--- src/rtl/prx32_rom_streamer_if.sv ---
// Output stream bundle of prx32_rom_streamer: valid/ready handshake carrying
// one 32-bit ROM word per beat, plus an end-of-command marker.
interface prx32_rom_streamer_if;
   logic        m_valid;
   logic        m_ready;
   logic [31:0] m_data;
   logic        m_last;

   modport master (output m_valid, output m_data, output m_last, input m_ready);
   modport slave  (input m_valid, input m_data, input m_last, output m_ready);
endinterface

--- src/rtl/prx32_rom_streamer.sv ---
// Sequential read initiator for the prx32 synchronous ROM; hides the 2-cycle read
// latency behind a small FIFO. Define PRX32_ROM_STREAMER_WRAP_EN for wrapping addresses.
module prx32_rom_streamer #(
   parameter int DEPTH_WORDS = 1024,
   parameter int FIFO_DEPTH  = 4
) (
   input  logic                         clk,
   input  logic                         rst,
   input  logic                         start,
   input  logic [31:0]                  base_addr,
   input  logic [10:0]                  word_count,
   output logic [31:0]                  mem_addr,
   input  logic [31:0]                  mem_rdata,
   prx32_rom_streamer_if.master         strm,
   output logic                         busy,
   output logic                         done,
   output logic                         err
);
   localparam int PW = (FIFO_DEPTH > 1) ? $clog2(FIFO_DEPTH) : 1;
   localparam int CW = $clog2(FIFO_DEPTH + 1);
   localparam logic [31:0] BYTE_LIMIT = 32'(4 * DEPTH_WORDS);

   typedef enum logic [1:0] {IDLE, RUN, DRAIN} state_t;

   state_t        state_reg, state_next;
   logic [31:0]   mem_addr_reg, next_addr_reg;
   logic [10:0]   remaining_reg;
   logic          s1_reg, s1_last_reg, s2_reg, s2_last_reg;
   logic          done_reg, err_reg;
   logic [PW-1:0] wr_ptr_reg, rd_ptr_reg;
   logic [CW-1:0] fifo_count_reg;
   logic [31:0]   entry_data [FIFO_DEPTH];
   logic          entry_last [FIFO_DEPTH];

   logic          issue, cmd_load, issue_last, done_next, err_next, cmd_ok;
   logic          push, pop;
   logic [31:0]   issue_addr, addr_inc;
   logic [CW:0]   occupancy;

   function automatic logic [PW-1:0] ptr_inc(input logic [PW-1:0] p);
      return (p == PW'(FIFO_DEPTH - 1)) ? '0 : p + 1'b1;
   endfunction

`ifdef PRX32_ROM_STREAMER_WRAP_EN
   assign cmd_ok = (base_addr[1:0] == 2'b00);
   always_comb begin
      addr_inc = issue_addr + 32'd4;
      if (addr_inc >= BYTE_LIMIT)
         addr_inc = '0;
   end
`else
   // 33-bit sum so a base near 2^32 cannot wrap around and pass the range check
   assign cmd_ok = (base_addr[1:0] == 2'b00) &&
                   (({1'b0, base_addr} + {20'b0, word_count, 2'b00}) <= {1'b0, BYTE_LIMIT});
   assign addr_inc = issue_addr + 32'd4;
`endif

   assign push       = s2_reg;
   assign pop        = strm.m_valid & strm.m_ready;
   assign occupancy  = {1'b0, fifo_count_reg} + (CW + 1)'(s1_reg) + (CW + 1)'(s2_reg);
   assign issue_addr = cmd_load ? base_addr : next_addr_reg;
   assign issue_last = cmd_load ? (word_count == 11'd1) : (remaining_reg == 11'd1);

   always_ff @(posedge clk or posedge rst) begin
      if (rst)
         state_reg <= IDLE;
      else
         state_reg <= state_next;
   end

   always_comb begin
      state_next = state_reg;
      issue      = 1'b0;
      cmd_load   = 1'b0;
      done_next  = 1'b0;
      err_next   = 1'b0;
      unique case (state_reg)
         IDLE: begin
            if (start) begin
               if (!cmd_ok)
                  err_next = 1'b1;
               else if (word_count == 11'd0)
                  done_next = 1'b1;
               else begin
                  // first read goes out on the start edge itself
                  cmd_load   = 1'b1;
                  issue      = 1'b1;
                  state_next = (word_count == 11'd1) ? DRAIN : RUN;
               end
            end
         end
         RUN: begin
            if (occupancy < (CW + 1)'(FIFO_DEPTH)) begin
               issue = 1'b1;
               if (remaining_reg == 11'd1)
                  state_next = DRAIN;
            end
         end
         DRAIN: begin
            if (pop && strm.m_last) begin
               state_next = IDLE;
               done_next  = 1'b1;
            end
         end
         default: state_next = IDLE;
      endcase
   end

   always_ff @(posedge clk or posedge rst) begin
      if (rst) begin
         mem_addr_reg   <= '0;
         next_addr_reg  <= '0;
         remaining_reg  <= '0;
         s1_reg         <= 1'b0;
         s1_last_reg    <= 1'b0;
         s2_reg         <= 1'b0;
         s2_last_reg    <= 1'b0;
         done_reg       <= 1'b0;
         err_reg        <= 1'b0;
         wr_ptr_reg     <= '0;
         rd_ptr_reg     <= '0;
         fifo_count_reg <= '0;
      end else begin
         done_reg    <= done_next;
         err_reg     <= err_next;
         s1_reg      <= issue;
         s1_last_reg <= issue & issue_last;
         s2_reg      <= s1_reg;
         s2_last_reg <= s1_last_reg;
         if (issue) begin
            mem_addr_reg  <= issue_addr;
            next_addr_reg <= addr_inc;
            remaining_reg <= cmd_load ? (word_count - 11'd1) : (remaining_reg - 11'd1);
         end
         if (push)
            wr_ptr_reg <= ptr_inc(wr_ptr_reg);
         if (pop)
            rd_ptr_reg <= ptr_inc(rd_ptr_reg);
         unique case ({push, pop})
            2'b10:   fifo_count_reg <= fifo_count_reg + 1'b1;
            2'b01:   fifo_count_reg <= fifo_count_reg - 1'b1;
            default: fifo_count_reg <= fifo_count_reg;
         endcase
      end
   end

   genvar gi;
   generate
      for (gi = 0; gi < FIFO_DEPTH; gi++) begin : g_entry
         logic [31:0] data_reg;
         logic        last_reg;
         always_ff @(posedge clk or posedge rst) begin
            if (rst) begin
               data_reg <= '0;
               last_reg <= 1'b0;
            end else if (push && (wr_ptr_reg == PW'(gi))) begin
               data_reg <= mem_rdata;
               last_reg <= s2_last_reg;
            end
         end
         assign entry_data[gi] = data_reg;
         assign entry_last[gi] = last_reg;
      end
   endgenerate

   assign mem_addr     = mem_addr_reg;
   assign strm.m_valid = (fifo_count_reg != '0);
   assign strm.m_data  = entry_data[rd_ptr_reg];
   assign strm.m_last  = strm.m_valid & entry_last[rd_ptr_reg];
   assign busy         = (state_reg != IDLE);
   assign done         = done_reg;
   assign err          = err_reg;
endmodule

--- src/flat_wrapper.sv ---
// flat-port wrapper written by rule: the top's interface ports become plain ports
module prx32_rom_streamer_flat 
#(
   parameter int DEPTH_WORDS = 1024,
   parameter int FIFO_DEPTH  = 4
)
  (clk, rst, start, base_addr, word_count, mem_addr, mem_rdata, busy, done, err, strm_m_valid, strm_m_data, strm_m_last, strm_m_ready);
  prx32_rom_streamer_if strm_i ();
  input  logic clk;
  input  logic rst;
  input  logic start;
  input  logic [31:0] base_addr;
  input  logic [10:0] word_count;
  output logic [31:0] mem_addr;
  input  logic [31:0] mem_rdata;
  output logic busy;
  output logic done;
  output logic err;
  output wire logic [$bits(strm_i.m_valid)-1:0] strm_m_valid;
  output wire logic [$bits(strm_i.m_data)-1:0] strm_m_data;
  output wire logic [$bits(strm_i.m_last)-1:0] strm_m_last;
  input wire logic [$bits(strm_i.m_ready)-1:0] strm_m_ready;
  assign strm_m_valid = strm_i.m_valid;
  assign strm_m_data = strm_i.m_data;
  assign strm_m_last = strm_i.m_last;
  assign strm_i.m_ready = strm_m_ready;
  prx32_rom_streamer #(.DEPTH_WORDS(DEPTH_WORDS), .FIFO_DEPTH(FIFO_DEPTH)) u_core (.clk(clk), .rst(rst), .start(start), .base_addr(base_addr), .word_count(word_count), .mem_addr(mem_addr), .mem_rdata(mem_rdata), .strm(strm_i), .busy(busy), .done(done), .err(err));
endmodule
--- config.mk ---
export PLATFORM = sky130hd
export DESIGN_NAME = prx32_rom_streamer_flat
export DESIGN_NICKNAME = d
export VERILOG_FILES = /design/src/rtl/prx32_rom_streamer_if.sv /design/src/rtl/prx32_rom_streamer.sv /design/src/flat_wrapper.sv
export SDC_FILE = /design/constraint.sdc
export NUM_CORES = 1
export LEC_CHECK = 0
export CAP_MARGIN = 40
export CORE_UTILIZATION = 45
export DETAILED_ROUTE_END_ITERATION = 6
export HOLD_SLACK_MARGIN = 0.05
export PLACE_DENSITY = 0.71
export SYNTH_ARGS = -nofsm -noshare
export SYNTH_HDL_FRONTEND = slang
export SYNTH_SLANG_ARGS = --single-unit
--- constraint.sdc ---
create_clock -name clk -period 9.57 [get_ports clk]
set_input_delay 1.4355 -clock clk [delete_from_list [all_inputs] [get_ports clk]]
set_output_delay 1.4355 -clock clk [all_outputs]
set_load 0.03 [all_outputs]
## After elaboration in Yosys (flattened, before gate mapping)

Cells that the tools add are included.

- Add/sub/neg operators: 10
- $lt $le $gt $ge: 3
- Eq/ne operators: 16
- Muxes and demuxes: 34
- Bitwise gates (word level): 4
- Reduce and logical (&&, ||, !) cells: 14

Operators by type and width:

| cell | number |
|---|---|
| 32-bit 2-to-1 mux | 3 |
| 32-bit binary-select mux with 2-bit select | 1 |
| 32-bit by 13-bit adder with 33-bit output | 1 |
| 33-bit by 13-bit less-or-equal comparator with 1-bit output (second input constant) | 1 |
| 32-bit by 3-bit adder with 32-bit output (second input constant) | 1 |
| 11-bit by 1-bit equality test with 1-bit output (second input constant) | 2 |
| 11-bit by 1-bit subtractor with 11-bit output (second input constant) | 2 |
| 2-bit 2-to-1 mux | 9 |
| 1-bit 2-to-1 mux | 15 |
| 11-bit zero test | 1 |
| 11-bit 2-to-1 mux | 1 |
| 2-bit equality test (second input constant) | 5 |
| 2-bit by 1-bit != test with 1-bit output (second input constant) | 4 |
| 2-bit by 1-bit equality test with 1-bit output (second input constant) | 3 |
| 1-bit logical AND | 6 |
| 2-bit zero test | 3 |
| 2-bit one-hot mux with 3 select lines | 1 |
| 3-bit one-hot mux with 2 select lines | 1 |
| 6-bit AND reduction | 1 |
| 2-bit by 1-bit adder with 2-bit output (second input constant) | 2 |
| 3-bit by 1-bit adder with 4-bit output | 1 |
| 4-bit by 1-bit adder with 4-bit output | 1 |
| 4-bit by 3-bit < comparator with 1-bit output (second input constant) | 1 |
| 2-bit != test (second input constant) | 2 |
| 9 further kinds | 13 |

- Bits in registers: 222
- Bits of input ports: 79
- Output and inout bits: 69

## Depth between registers and ports, before layout

Gate-level depths: netlist of the first run.

- Word-level depth: 8
- Mapped depth: 18
- Depth with buffers taken out: 18

## Worst setup path before layout of the first run

No wires, ideal clock.

- Path type: input -> register
- Start point: input port base_addr[2]
- End point: register u_core.next_addr_reg[28]
- Setup time: 0.132 ns
- Arrival time: 5.309 ns
- Path slack: 4.129 ns
- Stages on the path: 18
- Path buffers: 0
- Cell sequence: ha_1 > fa_1 > or4_1 > a2111oi_2 > nand4_1 > a211oi_2 > a41oi_2 > nor4_4 > nand4_4 > mux2_4 > ha_1 > and3_1 > and3_1 > nand3_1 > nor2_1 > nand3_1 > xor2_1 > nor2_1

- Cells in the longest elaborated chain, start to end: 8
- Elaborated cells on any way between the ends: 9
- Those cells by class: 2 x add/sub; 1 x order compare; 5 x mux; 1 x reduce/logical

Ends and longest elaborated chain:

| item | RTL line | RTL |
|---|---|---|
| start, declared | flat_wrapper.sv:12 | `input logic [31:0] base_addr;` |
| 32-bit by 13-bit adder with 33-bit output | prx32_rom_streamer.sv:54 | `(({1'b0, base_addr} + {20'b0, word_count, 2'b00}) <= {1'b0, BYTE_LIMIT});` |
| 33-bit by 13-bit less-or-equal comparator with 1-bit output | prx32_rom_streamer.sv:54 |  |
| 1-bit logical AND | prx32_rom_streamer.sv:53 | `assign cmd_ok = (base_addr[1:0] == 2'b00) &&` |
| 1-bit 2-to-1 mux | prx32_rom_streamer.sv:80 | `if (!cmd_ok)` |
| 1-bit 2-to-1 mux | prx32_rom_streamer.sv:79 | `if (start) begin` |
| 1-bit 2-to-1 mux | prx32_rom_streamer.sv:77 | `unique case (state_reg)` |
| 32-bit 2-to-1 mux (*) | prx32_rom_streamer.sv:61 | `assign issue_addr = cmd_load ? base_addr : next_addr_reg;` |
| via u_core.issue_addr[2] | prx32_rom_streamer.sv:37 | `logic [31:0] issue_addr, addr_inc;` |
| 32-bit by 3-bit adder with 32-bit output (*) | prx32_rom_streamer.sv:55 | `assign addr_inc = issue_addr + 32'd4;` |
| end signal, assigned | prx32_rom_streamer.sv:132 | `next_addr_reg <= addr_inc;` |
| end, declared | prx32_rom_streamer.sv:26 | `logic [31:0] mem_addr_reg, next_addr_reg;` |

Mark *: on every way through the listed nets, which the timed path passes. The rest lies on a longest branch.
A chain may end at the register's enable or synchronous reset.

## Worst setup path in the final report of the first run

- Start point: input port base_addr[2]
- End point: register u_core.next_addr_reg[26]

Same word-level chain as after synthesis.

==> impl_metrics.env, run 1 <==
export IMPL_worstMarginPinSlew_ns=0.884
export IMPL_period_needed_ns=6.56
export IMPL_seq_power_share_pct=36.5
export IMPL_synth_compound_area_share_pct=9.60
export IMPL_power_density_nw_per_um2=191
export IMPL_synth_cell_area_um2=11700
export IMPL_grt_max_degree=117
export IMPL_dpl_worst_slack_ns=2.50
export IMPL_regToRegSetupSlack_ns=5.99
export IMPL_drv_cap=0
export IMPL_tns_ns=0
export IMPL_power_total_mw=2.76
export IMPL_synth_edff_count=0
export IMPL_synth_common_cells="dfrtp_1, mux2_2, nand2_1, nor2_1, a21oi_1"
export IMPL_dp_hpwl_um=18700
export IMPL_combPwrFrac_pct=28.4
export IMPL_synth_avg_cell_area_um2=11.4
export IMPL_layout_area_seq_um2=5510
export IMPL_synth_top_cell_area_share_pct=46.9
export IMPL_ys_ff_latch=220
export IMPL_rsz0062_at_grt="false"
export IMPL_p_int_mw=1.94
export IMPL_critical_path_max_stage_delay_ns=0.49
export IMPL_tritoncts="built"
export IMPL_slew_viol_final=0
export IMPL_criticalPathCategory="in -> reg"
export IMPL_synth_top_family_by_area="multiplexers"
export IMPL_grt_pass1_wl_um=44700
export IMPL_die_w_um=164
export IMPL_yosys_cell_types_count=80
export IMPL_synth_xor_area_share_pct=3.65
export IMPL_drt_pass1_iter_count=5
export IMPL_htreeDepth=1
export IMPL_sw_frac_of_total_pct=29.8
export IMPL_whs_path_depth=0
export IMPL_status="finished clean"
export IMPL_hold_end="u_core.s2_last_reg"
export IMPL_hold_path_class="reg -> reg"
export IMPL_ys_flop_type="dfrtp_1"
export IMPL_cp_startpoint="base_addr[2]"
export IMPL_cp_required_ns=9.96
export IMPL_fin_area_um2=14400
export IMPL_path_cells="clkdlybuf4s50_1 > ha_1 > fa_1 > a211oi_1 > o21a_1 > o21ai_0 > a311oi_1 > o211ai_1 > nor4_4 > nand4_4 > buf_4 > mux2_4 > ha_1 > and3_1 > and3_1 > nand3_1 > nor2_1 > nand3_1 > xor2_1 > nor2_1"
export IMPL_cts_sinks=220
export IMPL_synth_fa_ha_area_share_pct=2.79
export IMPL_cts_made_buffers=26
export IMPL_postRouteAntennaNets=0
export IMPL_synthesis_nets=1132
export IMPL_pwr_share_clk_pct=35.1
export IMPL_yosysMostFrequentCell="dfrtp_1"
export IMPL_worstHoldStart="u_core.s1_last_reg"
export IMPL_fmax_mhz=152
export IMPL_num_vias=8526
export IMPL_cp_arrival_ns=6.95
export IMPL_synthMuxAreaShare_pct=21.5
export IMPL_antenna_found_initial=0
export IMPL_ys_warn_count=0
export IMPL_crit_family="simple AND/OR/NAND/NOR gates"
export IMPL_worst_path_buf_inv=2
export IMPL_multi_input_area_um2=5910
export IMPL_wl_per_cell_um=18.0
export IMPL_design_core_area_um2=25400
export IMPL_vias_per_cell=5.64
export IMPL_initial_core_util_pct=46.2
export IMPL_ios=148
export IMPL_largest_reg_flops=128
export IMPL_setup_slack_ns=3.01
export IMPL_drt_initial_drc_count=596
export IMPL_rows=58
export IMPL_reg2reg_from="u_core.state_reg[1]"
export IMPL_peakVddDrop_uv=167
export IMPL_post_cts_resize_count=0
export IMPL_power_leakage_nw=5.83
export IMPL_grt_pass1_vias=8633
export IMPL_min_period_over_period_pct=68.5
export IMPL_grt_usage_pct=20.8
export IMPL_diodes=0
export IMPL_routed_wl_um=27300
export IMPL_drive_gt1_share_pct=22.3
export IMPL_r2r_end="u_core.next_addr_reg[26]"
export IMPL_slew_headroom_pct=40.5
export IMPL_yosys_top_cells_area="dfrtp_1, mux2_2, mux4_2"
export IMPL_fin_skew_ns=0.0129
export IMPL_setup_violations=0
export IMPL_crit_fanout=61
export IMPL_syn_to_final_growth_pct=22.9
export IMPL_fillers=2127
export IMPL_place_congestion=0.916
export IMPL_clk_pin_slew_worst_paths_ns=0.06
export IMPL_placed_cell_area_um2=13600
export IMPL_nets=1266
export IMPL_slowest_stage="clkdlybuf4s50_1"
export IMPL_yosys_area_share_simple_pct=12.7
export IMPL_die_y_um=164
export IMPL_dieArea_um2=26700
export IMPL_postCtsHoldBufs=0
export IMPL_portBuffers=147
export IMPL_ys_seq_area_share_pct=46.9
export IMPL_cts_root_buf="clkbuf_16"
export IMPL_crit_path_end_kind="flop"
export IMPL_reg2reg_depth=13
export IMPL_grt_overflow=0
export IMPL_final_hold_violation_count=0
export IMPL_clk_latency_ns=0.52
export IMPL_drc=0
export IMPL_synthArstFlopShare_pct=100
export IMPL_synth_largest_area_cell="dfrtp_1"
export IMPL_clockBufferDepth=3
export IMPL_syn_instance_count=1028
export IMPL_start_kind="input port"
export IMPL_power_switching_mw=0.824
export IMPL_post_cts_buffers=0
==> worst max-delay path by stage <==
stage,endpoint,slack [ns],cells past startpoint
floorplan,u_core.done,2.11,1
global placement,u_core.next_addr_reg[26],2.65,20
detailed placement,u_core.next_addr_reg[26],2.50,20
CTS,u_core.next_addr_reg[26],3.06,20
global route,u_core.next_addr_reg[26],2.41,20
finish,u_core.next_addr_reg[26],3.01,20
==> cells in the final DEF, fill, tap and decap left out, types with 5 or more instances in the layout <==
cell type / instances
a21o_1: 9
a21oi_1: 52
a31oi_1: 6
and2_1: 6
and3_1: 12
buf_4: 10
clkbuf_1: 7
clkbuf_16: 27
clkbuf_8: 7
clkdlybuf4s50_1: 147
dfrtp_1: 218
ha_1: 23
inv_1: 25
mux2_2: 141
mux2i_1: 15
mux4_2: 33
nand2_1: 93
nand2b_1: 5
nand3_1: 29
nand4_1: 16
nor2_1: 75
nor2b_1: 6
nor3_1: 18
nor4_1: 8
o211ai_1: 9
o21ai_0: 24
or2_2: 5
xnor2_1: 22
xor2_1: 27
==> per-stage QoR <==
stage	hold slack [ns]	instances	util (%)
floorplan	0.331	1028	-
global placement	0.333	1461	53.1
detailed placement	0.339	1464	53.4
CTS	0.351	1511	56.8
global route	0.365	1511	56.8
finish	0.349	1511	56.8
==> power groups by stage <==
stage	clock network [mW]	logic (mW)	registers [mW]
after floorplan	0	0.517	1.00
after global placement	0	0.746	1.04
after detailed placement	0	0.789	1.02
after CTS	0.995	0.793	1.01
after global routing	1.04	0.834	1.01
final	0.969	0.783	1.01
==> metal layers <==
| layer | part of all wire (%) | global-route usage (%) |
|---|---|---|
| met5 | 0 | 0 |
| met4 | 1.9 | 5.51 |
| met3 | 4.7 | 2.77 |
| met2 | 48 | 35.9 |
| met1 | 45 | 27.5 |
==> kinds of logic after synthesis <==
family	count (synthesis)
flip-flops	220
AO/OA/AOI/OAI	160
buffers and inverters	82
XOR/XNOR	49
AND/OR/NAND/NOR	300
adder cells (fa/ha/maj)	25
multiplexers	192
==> layout make-up <==
cell class / instances / share of cell area [%]
inverter: 28 / 0.781
tap: 330 / 2.86
timing repair buffer: 160 / 11.2
multi-input combinational: 726 / 41.0
clock inverter: 6 / 0.425
sequential: 220 / 38.2
clock buffer: 41 / 5.53
Note: power is estimated with default switching activity, not from simulation.
==> inputs of run 2 (changes only) <==
- PLACE_DENSITY: 0.71 -> 0.74
- clock period: 9.57 -> 5.8 ns (I/O delays scaled with it)
==> run 2 against run 1 <==
- total power increased by 70%
- clock skew up 0.0017 ns
- setup slack worse by 2.6 ns
- non-clock buffer count up 10
- sequential cell count unchanged
- count of clock-buffer cells in the layout is 3 lower
- global-route usage barely moved
- routed wire length hardly changed
- critical path depth is 1 lower
- highest routed layer unchanged
==> impl_metrics.env, run 2 (same netlist as run 1, synthesis figures left out) <==
export IMPL_regToRegSetupSlack_ns=2.77
export IMPL_min_period_over_period_pct=93.2
export IMPL_pwr_share_clk_pct=37.0
export IMPL_syn_to_final_growth_pct=23.8
export IMPL_reg2reg_from="u_core.push"
export IMPL_fillers=2160
export IMPL_cts_made_buffers=26
export IMPL_post_cts_buffers=0
export IMPL_criticalPathCategory="in -> reg"
export IMPL_slew_viol_final=0
export IMPL_status="finished clean"
export IMPL_peakVddDrop_uv=312
export IMPL_ios=148
export IMPL_final_hold_violation_count=0
export IMPL_cp_startpoint="base_addr[2]"
export IMPL_postRouteAntennaNets=0
export IMPL_routed_wl_um=27200
export IMPL_setup_slack_ns=0.392
export IMPL_largest_reg_flops=128
export IMPL_post_cts_resize_count=0
export IMPL_tns_ns=0
export IMPL_endpoint="u_core.next_addr_reg[26]"
export IMPL_wl_per_cell_um=17.9
export IMPL_period_needed_ns=5.41
export IMPL_dpl_worst_slack_ns=-0.104
export IMPL_cp_arrival_ns=5.79
export IMPL_fin_skew_ns=0.0145
export IMPL_dp_hpwl_um=18800
export IMPL_power_switching_mw=1.38
export IMPL_worstMarginPinSlew_ns=0.929
export IMPL_design_core_area_um2=25400
export IMPL_power_total_mw=4.68
export IMPL_cts_sinks=220
export IMPL_initial_core_util_pct=46.2
export IMPL_tritoncts="built"
export IMPL_nets=1276
export IMPL_grt_pass1_vias=8847
export IMPL_postCtsHoldBufs=0
export IMPL_power_leakage_nw=5.89
export IMPL_clk_latency_ns=0.52
export IMPL_drt_pass1_iter_count=6
export IMPL_start_kind="input port"
export IMPL_die_w_um=164
export IMPL_r2r_end="u_core.next_addr_reg[26]"
export IMPL_rsz0062_at_grt="false"
export IMPL_final_util_pct=57.3
export IMPL_crit_path_end_kind="flop"
export IMPL_diodes=0
export IMPL_clk_pin_slew_worst_paths_ns=0.06
export IMPL_rows=58
export IMPL_seq_power_share_pct=36.1
export IMPL_grt_max_degree=168
export IMPL_dieArea_um2=26700
export IMPL_final_common_cell="dfrtp_1"
export IMPL_clockBufferDepth=3
export IMPL_layout_common_cells="dfrtp_1, clkdlybuf4s50_1, mux2_2, nand2_1, nor2_1"
export IMPL_vias_per_cell=5.67
export IMPL_p_int_mw=3.30
export IMPL_die_y_um=164
export IMPL_drv_cap=0
export IMPL_power_density_nw_per_um2=322
export IMPL_drc=0
export IMPL_grt_usage_pct=20.8
export IMPL_drive_gt1_share_pct=23.0
export IMPL_layout_area_seq_um2=5510
export IMPL_fmax_mhz=185
export IMPL_portBuffers=147
export IMPL_worstHoldStart="u_core.s1_last_reg"
export IMPL_grt_pass1_wl_um=45100
export IMPL_num_vias=8631
export IMPL_cts_root_buf="clkbuf_16"
export IMPL_antenna_found_initial=0
export IMPL_grt_overflow=0
export IMPL_setup_violations=0
export IMPL_place_congestion=0.872
export IMPL_reg2reg_depth=11
export IMPL_combPwrFrac_pct=26.9
export IMPL_sw_frac_of_total_pct=29.5
export IMPL_htreeDepth=1
export IMPL_drt_initial_drc_count=717
export IMPL_hold_path_class="reg -> reg"
export IMPL_multi_input_area_um2=5910
export IMPL_slew_headroom_pct=38.1
export IMPL_cp_required_ns=6.18
export IMPL_crit_fanout=6
export IMPL_hold_ws_ns=0.364
run 2: how the worst min path moves through the flow:
stage | endpoint | slack [ns] | cells past startpoint
2_1_floorplan | u_core.s2_last_reg | 0.33 | 0
3_5_place_dp | u_core.s2_last_reg | 0.34 | 0
5_1_grt | u_core.s2_last_reg | 0.38 | 0
3_3_place_gp | u_core.s2_last_reg | 0.33 | 0
4_1_cts | u_core.s2_last_reg | 0.36 | 0
6_report | u_core.s2_last_reg | 0.36 | 0
run 2: critical path: stages:
cell and delay, ns:
clkdlybuf4s50_1 0.45, ha_1 0.27, fa_1 0.45, a211oi_1 0.40
o21a_1 0.29, o21ai_0 0.20, a311oi_1 0.30, o211ai_1 0.19
nor4_4 0.37, nand4_4 0.21, mux2_4 0.26, ha_1 0.16
and3_1 0.18, and3_1 0.21, nand3_1 0.20, nor2_1 0.38
nand3_1 0.17, xor2_1 0.17, nor2_1 0.05
run 2: layer usage:
metal  global-route usage (%)  part of all wire, %  vias up
met4                     4.50                  1.7        0
met1                     27.7                   44     4294
li1                         -                    -     4048
met3                     3.33                  5.2       47
met2                     35.8                   49      242
met5                        0                    0        -
run 2: stage by stage:
stage                     cell area [um2]  instances
after floorplan                     11700       1028
after global placement              13600       1472
after detailed placement            13600       1474
after CTS                           14500       1521
after global routing                14500       1521
final                               14500       1521
run 2: power by group through the flow:
stage	registers (mW)	logic (mW)	clock network [mW]
floorplan	1.65	0.854	0
global placement	1.75	1.21	0
detailed placement	1.72	1.27	0
CTS	1.69	1.28	1.78
global route	1.70	1.34	1.84
finish	1.69	1.26	1.73
run 2: layout make-up:
type	count	area share, %
multi-input combinational	726	40.7
sequential	220	37.9
timing repair buffer	170	11.5
clock buffer	38	5.27
tap	330	2.84
clock inverter	9	1.07
inverter	28	0.749
